[config.mk]
export PLATFORM = sky130hd
export DESIGN_NAME = psk_modulator
export DESIGN_NICKNAME = d
export VERILOG_FILES = /design/src/rtl/psk_modulator.sv
export SDC_FILE = /design/constraint.sdc
export NUM_CORES = 1
export LEC_CHECK = 0
export CAP_MARGIN = 10
export CORE_UTILIZATION = 56
export DETAILED_ROUTE_END_ITERATION = 10
export PLACE_DENSITY = 0.79
export RECOVER_POWER = 50
export SYNTH_ARGS = -nofsm -noshare
export SYNTH_HDL_FRONTEND = slang
export SYNTH_SLANG_ARGS = --single-unit
[constraint.sdc]
create_clock -name clk -period 2.65 [get_ports clk]
set_input_delay 0.265 -clock clk [delete_from_list [all_inputs] [get_ports clk]]
set_output_delay 0.265 -clock clk [all_outputs]
set_load 0.005 [all_outputs]
[src/rtl/psk_modulator.sv]
// BPSK byte transmitter: alternating-phase preamble, then LSB-first data.
// Define PSK_DIFF_EN for differential phase encoding (absolute otherwise).
module psk_modulator #(
    parameter int HALF_PERIOD    = 5,
    parameter int CYCLES_PER_SYM = 2,
    parameter int PREAMBLE_SYMS  = 8
) (
    input  logic       clk,
    input  logic       rst_n,
    input  logic [7:0] data_in,
    input  logic       data_valid,
    output logic       data_ready,
    output logic       psk_signal,
    output logic       busy,
    output logic       sym_strobe
);

    localparam int SYM_LEN = 2 * HALF_PERIOD * CYCLES_PER_SYM;
    localparam int SW = $clog2(SYM_LEN);
    localparam int PW = (PREAMBLE_SYMS > 1) ? $clog2(PREAMBLE_SYMS) : 1;
    localparam logic [SW-1:0] SYM_LAST = SW'(SYM_LEN - 1);
    localparam logic [PW-1:0] PRE_LAST = PW'(PREAMBLE_SYMS - 1);
    localparam logic [SW-1:0] HP = SW'(HALF_PERIOD);

    typedef enum logic [1:0] {
        IDLE,
        PREAMBLE,
        DATA
    } state_t;

    state_t        state, next_state;
    logic [SW-1:0] sym_cnt, next_sym_cnt;
    logic [PW-1:0] pre_cnt, next_pre_cnt;
    logic [2:0]    bit_idx, next_bit_idx;
    logic          phase, next_phase;
    logic [7:0]    shreg, next_shreg;

    logic       sym_end;
    logic       accept;
    logic       upd;
    logic       b_next;
    logic       next_carrier;
    logic [2:0] bit_nx;

    assign busy       = (state != IDLE);
    assign sym_strobe = busy && (sym_cnt == '0);
    assign sym_end    = (sym_cnt == SYM_LAST);
    assign data_ready = (state == IDLE) ||
                        ((state == DATA) && sym_end && (bit_idx == 3'd7));
    assign accept     = data_valid && data_ready;
    assign bit_nx     = bit_idx + 3'd1;

    always_comb begin
        next_state   = state;
        next_sym_cnt = sym_cnt;
        next_pre_cnt = pre_cnt;
        next_bit_idx = bit_idx;
        next_phase   = phase;
        next_shreg   = shreg;
        upd          = 1'b0;
        b_next       = 1'b0;
        unique case (state)
            IDLE: begin
                if (accept) begin
                    next_state   = PREAMBLE;
                    next_shreg   = data_in;
                    next_sym_cnt = '0;
                    next_pre_cnt = '0;
                    next_phase   = 1'b0;
                end
            end
            PREAMBLE: begin
                if (sym_end) begin
                    next_sym_cnt = '0;
                    if (pre_cnt == PRE_LAST) begin
                        next_state   = DATA;
                        next_bit_idx = 3'd0;
                        upd          = 1'b1;
                        b_next       = shreg[0];
                    end else begin
                        next_pre_cnt = pre_cnt + 1'b1;
                        next_phase   = ~phase;
                    end
                end else begin
                    next_sym_cnt = sym_cnt + 1'b1;
                end
            end
            DATA: begin
                if (sym_end) begin
                    next_sym_cnt = '0;
                    next_bit_idx = bit_nx;
                    if (bit_idx != 3'd7) begin
                        upd    = 1'b1;
                        b_next = shreg[bit_nx];
                    end else if (accept) begin
                        // Follow-on byte: no preamble, phase carries over
                        next_shreg = data_in;
                        upd        = 1'b1;
                        b_next     = data_in[0];
                    end else begin
                        next_state   = IDLE;
                        next_phase   = 1'b0;
                        next_pre_cnt = '0;
                    end
                end else begin
                    next_sym_cnt = sym_cnt + 1'b1;
                end
            end
            default: begin
                next_state = IDLE;
            end
        endcase
`ifdef PSK_DIFF_EN
        if (upd) next_phase = phase ^ b_next;
`else
        if (upd) next_phase = b_next;
`endif
        next_carrier = |((next_sym_cnt / HP) & SW'(1));
    end

    always_ff @(posedge clk or negedge rst_n) begin
        if (!rst_n) begin
            state      <= IDLE;
            sym_cnt    <= '0;
            pre_cnt    <= '0;
            bit_idx    <= 3'd0;
            phase      <= 1'b0;
            shreg      <= 8'd0;
            psk_signal <= 1'b0;
        end else begin
            state      <= next_state;
            sym_cnt    <= next_sym_cnt;
            pre_cnt    <= next_pre_cnt;
            bit_idx    <= next_bit_idx;
            phase      <= next_phase;
            shreg      <= next_shreg;
            psk_signal <= (next_state != IDLE) && (next_carrier ^ next_phase);
        end
    end

endmodule

* After elaboration in Yosys (flattened, before gate mapping) *
Cells that the tools add are included.

word-level totals
  flip-flop bits (word level) = 23
  input bits = 11
  output and inout port bits = 4

operators by class
  $add $sub $neg = 3
  divide/modulo/power cells = 1
  $lt $le $gt $ge = 1
  eq/ne operators = 13
  multiplexer cells = 47
  bitwise logic cells = 2
  reductions and logical operators = 17

operators with widths
  kind                                                 count
  two-way mux 3 bit                                    9
  two-way mux 8 bit                                    3
  two-way mux 1 bit                                    18
  case mux 8 bit (2 select lines)                      1
  inequality test 2 bit (second input constant)        7
  two-way mux 2 bit                                    6
  two-way mux 5 bit                                    2
  case mux 5 bit (2 select lines)                      1
  case mux 3 bit (3 select lines)                      1
  nonzero test 2 bit                                   4
  AND reduction 7 bit                                  1
  adder 3 x 1 -> 3 bit (second input constant)         2
  == test 3 bit (second input constant)                2
  case mux 2 bit (3 select lines)                      1
  case mux 3 bit (2 select lines)                      1
  adder 5 x 1 -> 5 bit (second input constant)         1
  divider 5 x 3 -> 5 bit (second input constant)       1
  == test 5 bit (second input constant)                1
  logical AND 1 bit                                    5
  logical NOT 5 bit                                    1
  < comparator 3 x 4 -> 1 bit (second input constant)  1
  case mux 1 bit (2 select lines)                      2
  AND reduction 4 bit                                  1
  binary-select mux 1 bit (select 3 bit)               1
  other kinds (11)                                     11

* Depth between registers and ports, before layout *
Gate-level depths: netlist of run 1.

  depth in word-level cells = 12
  depth in mapped cells = 9
  gate-level depth less buffers = 9

* Worst setup path after synthesis of run 1 *
OpenSTA, ideal clock, no wires.

  path kind = register -> register
  from = reg state[0]
  to = reg psk_signal
  library setup time = 0.121 ns
  arrival = 2.002 ns
  required time = 2.529 ns
  slack = 0.527 ns
  cell stages (with the launch flop) = 10
  path buffers = 0
  path through = dfrtp_1 > inv_1 > ha_1 > nor3b_1 > o31ai_4 > o31ai_2 > or3_1 > a21o_1 > and3_1 > o22a_1

RTL lines
  item                               line    RTL
  from (decl)                        31      state_t state, next_state;
  from (signal assigned)             131     state <= next_state;
  == test 2 bit                      49, 62
  logical AND 1 bit (2 in a row)     49      ((state == DATA) && sym_end && (bit_idx == 3'd7));
  logical OR 1 bit                   48      assign data_ready = (state == IDLE) ||
  logical AND 1 bit                  50      assign accept = data_valid && data_ready;
  two-way mux 5 bit                  64      if (accept) begin
  case mux 5 bit (2 select lines) *  62      unique case (state)
  via next_sym_cnt[2]                32      logic [SW-1:0] sym_cnt, next_sym_cnt;
  divider 5 x 3 -> 5 bit *           118     next_carrier = |((next_sym_cnt / HP) & SW'(1));
  XOR 1 bit *                        137     psk_signal <= (next_state != IDLE) && (next_carrier ^ next_phase);
  logical AND 1 bit *                137
  to (signal assigned)               137
  to (decl)                          13      output logic psk_signal,

Mark *: on every way through the listed nets, which the timed path passes. The rest lies on a longest branch.
A chain may end at the register's enable or synchronous reset.

* Final worst setup path of run 1 *
  from = reg sym_cnt[0]
  to = out data_ready

between the ends
  cells in the longest elaborated chain, start to end = 4

ends and longest elaborated chain
  item                            line  RTL
  from (decl)                     32
  from (signal assigned)          132   sym_cnt <= next_sym_cnt;
  == test 5 bit                   47    assign sym_end = (sym_cnt == SYM_LAST);
  logical AND 1 bit (2 in a row)  49
  logical OR 1 bit                48
  to (decl)                       12    output logic data_ready,

No other way between the ends.

==> flow_summary.json, run 1 <==
{
  "synth_top_area_share_pct": 39.5,
  "initialDrtViolationCount": 18,
  "cts_tree": "built",
  "fill_cells": 208,
  "synthArstFlopShare_pct": 100,
  "hold_end": "pre_cnt[2]$_DFFE_PN0P_",
  "syn_to_final_growth_pct": 11.9,
  "r2r-end": "psk_signal$_DFF_PN0_",
  "yosys-top-cells-area": "dfrtp_1 (39%), ha_1 (8.6%), mux2_2 (6.2%), o21ai_0 (4.5%), nand2_1 (4.1%)",
  "fmax_mhz": 407,
  "peakVddDrop_v": 0.000539,
  "hpwl_um": 2200,
  "whs_path_depth": 2,
  "grt_start_max_net_pins": 24,
  "synth_edf_count": 0,
  "die_area_mm2": 0.00281,
  "clk_path_buf_depth": 2,
  "start_util_pct": 58.8,
  "cts_made_buffers": 3,
  "drt_pass1_iterations": 4,
  "synth_fp_nets": 162,
  "syn_area_per_cell_um2": 10.3,
  "finalPower_uw": 1320,
  "hold_path_startpoint": "pre_cnt[2]$_DFFE_PN0P_",
  "avgViaCountPerCell": 6.02,
  "rsz0062_at_grt": "no",
  "setup_violations": 0,
  "p_leak_uw": 0.000706,
  "postCtsHoldBufs": 0,
  "hp-class": "reg2reg",
  "slew-limit-headroom_pct": 16.9,
  "die-height_um": 53.0,
  "postCtsSetupBuffers": 0,
  "post_cts_resized": 0,
  "finish.utilization_pct": 65.9,
  "grt_usage_pct": 23.5,
  "synth_warnings": 0,
  "finalInstanceArea_mm2": 0.00163,
  "routed_wl_um": 2870,
  "synth_seq_cells": 23,
  "placed_area_mm2": 0.00161,
  "critPathLaunchType": "flip-flop",
  "synthesis.area_mm2": 0.00146,
  "ios": 15,
  "synth-main-ff-cell": "dfrtp_1",
  "rows": 18,
  "grt_pass1_wl_um": 4730,
  "reg2reg_slack_ps": 260,
  "drv_slew": 0,
  "path_class": "reg2out",
  "critPathMaxFanout": 6,
  "gr-total-overflow": 0,
  "worstPathRequired_ps": 2380,
  "synth_cells": 141,
  "portBuffers": 14,
  "end_kind": "output port",
  "globalplace.congestion": 0.808,
  "outcome": "finished clean",
  "worst_pin_slew_ps": 1250,
  "fin_crit_ps": 2460,
  "synth-seq-area-share_pct": 39.5,
  "finalNonFillerCells": 185,
  "tns_ps": 0,
  "htree_levels": 1,
  "antenna_found_initial": 0,
  "core_mm2": 0.00248,
  "clock_skew_ps": 2.09,
  "n_antenna_cell": 0,
  "maxCapViolations": 0,
  "layout.nets": 177,
  "route.antenna.remaining_nets": 0,
  "crit_arrival_ps": 2190,
  "ys_types": 44,
  "cts.sinks": 23,
  "wire_per_inst_um": 15.5,
  "grt_pass1_vias": 1005,
  "cts_root_buf": "clkbuf_4",
  "die_width_um": 53.0,
  "vias": 1113,
  "drive_above_1_share_pct": 14.2,
  "netlist_top_cells_count": "dfrtp_1 (23), nand2_1 (16), o21ai_0 (13)",
  "worstSkewPairLatency_ps": 310,
  "final_hold_viol_count": 0,
  "placed_cells": 181,
  "r2r-start": "state[0]$_DFF_PN0_",
  "synthMostInstantiatedCell": "dfrtp_1",
  "clkTransAtPathRegs_ps": 130,
  "drc_errors": 0,
  "cellPowerDensity_mw_per_mm2": 809,
  "min_period_over_period_pct": 92.7,
  "r2r_cells": 9,
  "synth_top_area_cell": "dfrtp_1"
}
-- sequential cells by signal, summed over array words and instances (netlist names) --
signal / count
bit_idx: 3
phase: 1
pre_cnt: 3
psk_signal: 1
shreg: 8
state: 2
sym_cnt: 5
-- layer usage --
metal | routed length (um) | track usage (%)
met5 | 0 | 0
met4 | 54 | 9.21
met3 | 94 | 3.16
met2 | 1360 | 35.9
met1 | 1360 | 33.4
-- logic make-up (layout without fill, tap and decap cells) --
| logic type | Yosys count | after routing | synth area share, % |
|---|---|---|---|
| buffers and inverters | 15 | 29 | 4.98 |
| multiplexers | 11 | 11 | 9.96 |
| AO/OA/AOI/OAI | 35 | 35 | 17.6 |
| adder cells (fa/ha/maj) | 10 | 10 | 8.58 |
| AND/OR/NAND/NOR | 47 | 47 | 19.4 |
| flip-flops | 23 | 23 | 39.5 |
-- cell type report --
| class | instances | area [um2] | share of cell area (%) |
|---|---|---|---|
| Tap cell | 30 | 37.5 | 2.30 |
| Multi-Input combinational cell | 103 | 810 | 49.6 |
| Inverter | 10 | 37.5 | 2.30 |
| Clock buffer | 3 | 22.5 | 1.38 |
| Sequential cell | 23 | 576 | 35.3 |
| Clock inverter | 1 | 5.00 | 0.307 |
| Timing Repair Buffer | 15 | 144 | 8.82 |
-- report_power, final --
part	switching [uW]	leakage (uW)	internal, uW
combinational	287	0.000392	294
sequential	104	0.000296	467
clock	111	0.0000177	56.4
-- worst max-delay path by stage --
stage                              start                   end  slack, ps  depth (start not counted)
floorplan             state[0]$_DFF_PN0_  psk_signal$_DFF_PN0_        530                          9
global placement              data_valid  psk_signal$_DFF_PN0_        340                          8
detailed placement            data_valid  psk_signal$_DFF_PN0_        290                          8
CTS                 sym_cnt[0]$_DFF_PN0_            data_ready        180                          6
global route          state[0]$_DFF_PN0_  psk_signal$_DFF_PN0_         20                          9
finish              sym_cnt[0]$_DFF_PN0_            data_ready        190                          6
-- through the flow --
stage	setup WS, ps	hold slack, ps
after CTS	177	288
after detailed placement	294	477
after global placement	339	470
after floorplan	527	-30.6
final	193	507
after global routing	15.2	533
-- placed cells by master (no fill, tap or decap), types with 2 or more instances in the layout --
master           instances
o21ai_0                 13
and2_1                   2
nor2b_1                  2
dfrtp_1                 23
a311oi_1                 3
clkdlybuf4s50_1         12
o211ai_1                 3
clkbuf_4                 3
a32o_1                   2
a21oi_1                  5
mux2_2                   8
inv_1                   10
nand3_1                  5
nor2_1                   3
ha_1                    10
o31ai_2                  2
and3_1                   2
nand2b_1                 2
nand2_1                 16
dlygate4sd3_1            2
mux4_2                   2
-- worst max-delay path, stage by stage, from the launching register on --
cell and delay (ps):
dfrtp_1 460, ha_1 320, nand2_1 80, nor3_1 290, nand3_1 140, nand2_1 100
clkdlybuf4s50_1 490
Note: power is estimated with default switching activity, not from simulation.
==> run 2, diff against run 1 <==
--- a/config.mk
+++ b/config.mk
@@ -7,6 +7,7 @@
 export LEC_CHECK = 0
 export CAP_MARGIN = 10
 export CORE_UTILIZATION = 56
+export CTS_BUF_LIST = sky130_fd_sc_hd__clkbuf_16
 export DETAILED_ROUTE_END_ITERATION = 10
 export PLACE_DENSITY = 0.79
 export RECOVER_POWER = 50
==> flow_summary.json, run 2 (synthesis gave the netlist of run 1 again) <==
{
  "outcome": "finished clean",
  "grt_pass1_vias": 1027,
  "final_common_cell": "dfrtp_1",
  "initialDrtViolationCount": 23,
  "r2r-end": "psk_signal$_DFF_PN0_",
  "start_util_pct": 58.8,
  "clk_path_buf_depth": 2,
  "drt_pass1_iterations": 4,
  "ios": 15,
  "cellPowerDensity_mw_per_mm2": 884,
  "whs_path_depth": 2,
  "rsz0062_at_grt": "no",
  "antenna_found_initial": 0,
  "max_stage_delay_ps": 490,
  "syn_to_final_growth_pct": 15.5,
  "crit_arrival_ps": 2120,
  "portBuffers": 14,
  "finish.utilization_pct": 68.0,
  "reg2reg_slack_ps": 270,
  "cp.depth": 6,
  "r2r-start": "state[0]$_DFF_PN0_",
  "worst_pin_slew_ps": 1290,
  "wire_per_inst_um": 16.1,
  "grt_usage_pct": 24.0,
  "regArea_um2": 576,
  "cts_tree": "built",
  "rows": 18,
  "hp-class": "reg2reg",
  "vias": 1131,
  "worst_path_max_delay_cell": "clkdlybuf4s50_1",
  "clkTransAtPathRegs_ps": 60,
  "globalplace.congestion": 0.808,
  "die_area_mm2": 0.00281,
  "min_period_over_period_pct": 90.1,
  "end_kind": "output port",
  "die-height_um": 53.0,
  "drive_above_1_share_pct": 14.2,
  "p_leak_uw": 0.000729,
  "regMostFlops": "shreg",
  "path_common_cell": "nand2_1",
  "postCtsHoldBufs": 0,
  "worstSkewPairLatency_ps": 260,
  "fin_crit_ps": 2390,
  "critPathMaxFanout": 6,
  "die_width_um": 53.0,
  "multi_input_area_um2": 810,
  "clock_skew_ps": 2.05,
  "peakVddDrop_v": 0.000590,
  "layout.nets": 177,
  "fmax_mhz": 419,
  "cts.sinks": 23,
  "cts_root_buf": "clkbuf_16",
  "maxCapViolations": 0,
  "path_class": "reg2out",
  "reg_top3": "shreg: 8 flops, sym_cnt: 5 flops",
  "cts_made_buffers": 3,
  "gr-total-overflow": 0,
  "n_antenna_cell": 0,
  "post_cts_resized": 0,
  "slew-limit-headroom_pct": 13.9,
  "critPathLaunchType": "flip-flop",
  "path_delay_family": "simple AND/OR/NAND/NOR gates",
  "grt_pass1_wl_um": 4790,
  "hpwl_um": 2200,
  "fill_cells": 196,
  "hold_path_startpoint": "pre_cnt[2]$_DFFE_PN0P_",
  "avgViaCountPerCell": 6.11,
  "critical_path_buf_inv_count": 1,
  "grt_start_max_net_pins": 24,
  "crit_path_cell_trace": "ha_1 -> nand2_1 -> nor3_1 -> nand3_1 -> nand2_1 -> clkdlybuf4s50_1",
  "worstPathRequired_ps": 2380,
  "core_mm2": 0.00248,
  "largest_reg_flops": 8,
  "hold_end": "pre_cnt[2]$_DFFE_PN0P_",
  "drc_errors": 0,
  "postCtsSetupBuffers": 0,
  "finalInstanceArea_mm2": 0.00168,
  "r2r_cells": 9,
  "final_cell_mix": "dfrtp_1 (23), nand2_1 (16), o21ai_0 (13)",
  "drv_slew": 0,
  "htree_levels": 1,
  "setup_violations": 0,
  "route.antenna.remaining_nets": 0,
  "routed_wl_um": 2990,
  "tns_ps": 0,
  "placed_area_mm2": 0.00161,
  "final_hold_viol_count": 0
}
## run 2: per-stage QoR
stage | hold WS (ps) | total power [uW] | std cells | worst slack [ps]
2_1_floorplan | -30.6 | 975 | 141 | 527
3_3_place_gp | 470 | 1120 | 181 | 339
6_report | 490 | 1490 | 185 | 263
5_1_grt | 515 | 1580 | 185 | 19.7
4_1_cts | 368 | 1500 | 185 | 255
3_5_place_dp | 477 | 1160 | 181 | 294
## run 2: worst max path at each step
stage | startpoint | to | slack (ps)
2_1_floorplan | state[0]$_DFF_PN0_ | psk_signal$_DFF_PN0_ | 530
3_3_place_gp | data_valid | psk_signal$_DFF_PN0_ | 340
3_5_place_dp | data_valid | psk_signal$_DFF_PN0_ | 290
4_1_cts | sym_cnt[0]$_DFF_PN0_ | data_ready | 260
5_1_grt | state[0]$_DFF_PN0_ | psk_signal$_DFF_PN0_ | 20
6_report | sym_cnt[0]$_DFF_PN0_ | data_ready | 260
## run 2: area by class of cell
type	instances	area share (%)
Multi-Input combinational cell	103	48.1
Clock buffer	3	4.46
Timing Repair Buffer	15	8.54
Sequential cell	23	34.2
Tap cell	30	2.23
Inverter	10	2.23
Clock inverter	1	0.297
## run 2: report_power, final
group	switching [uW]	internal [uW]
Combinational	288	294
Sequential	107	469
Clock	128	203
## run 2: per-layer routing
layer | vias to the layer above | GRT usage, % | wire, um
li1 | 548 | - | -
met5 | - | 0 | 0
met4 | 0 | 9.21 | 56
met2 | 23 | 38.4 | 1450
met3 | 7 | 2.87 | 92
met1 | 553 | 33.0 | 1390
## run 2: tightest hold or removal path, stage by stage, from the launching register on
cell     delay, ps
dfrtp_1        350
nand2_1         50
o21ai_0         60
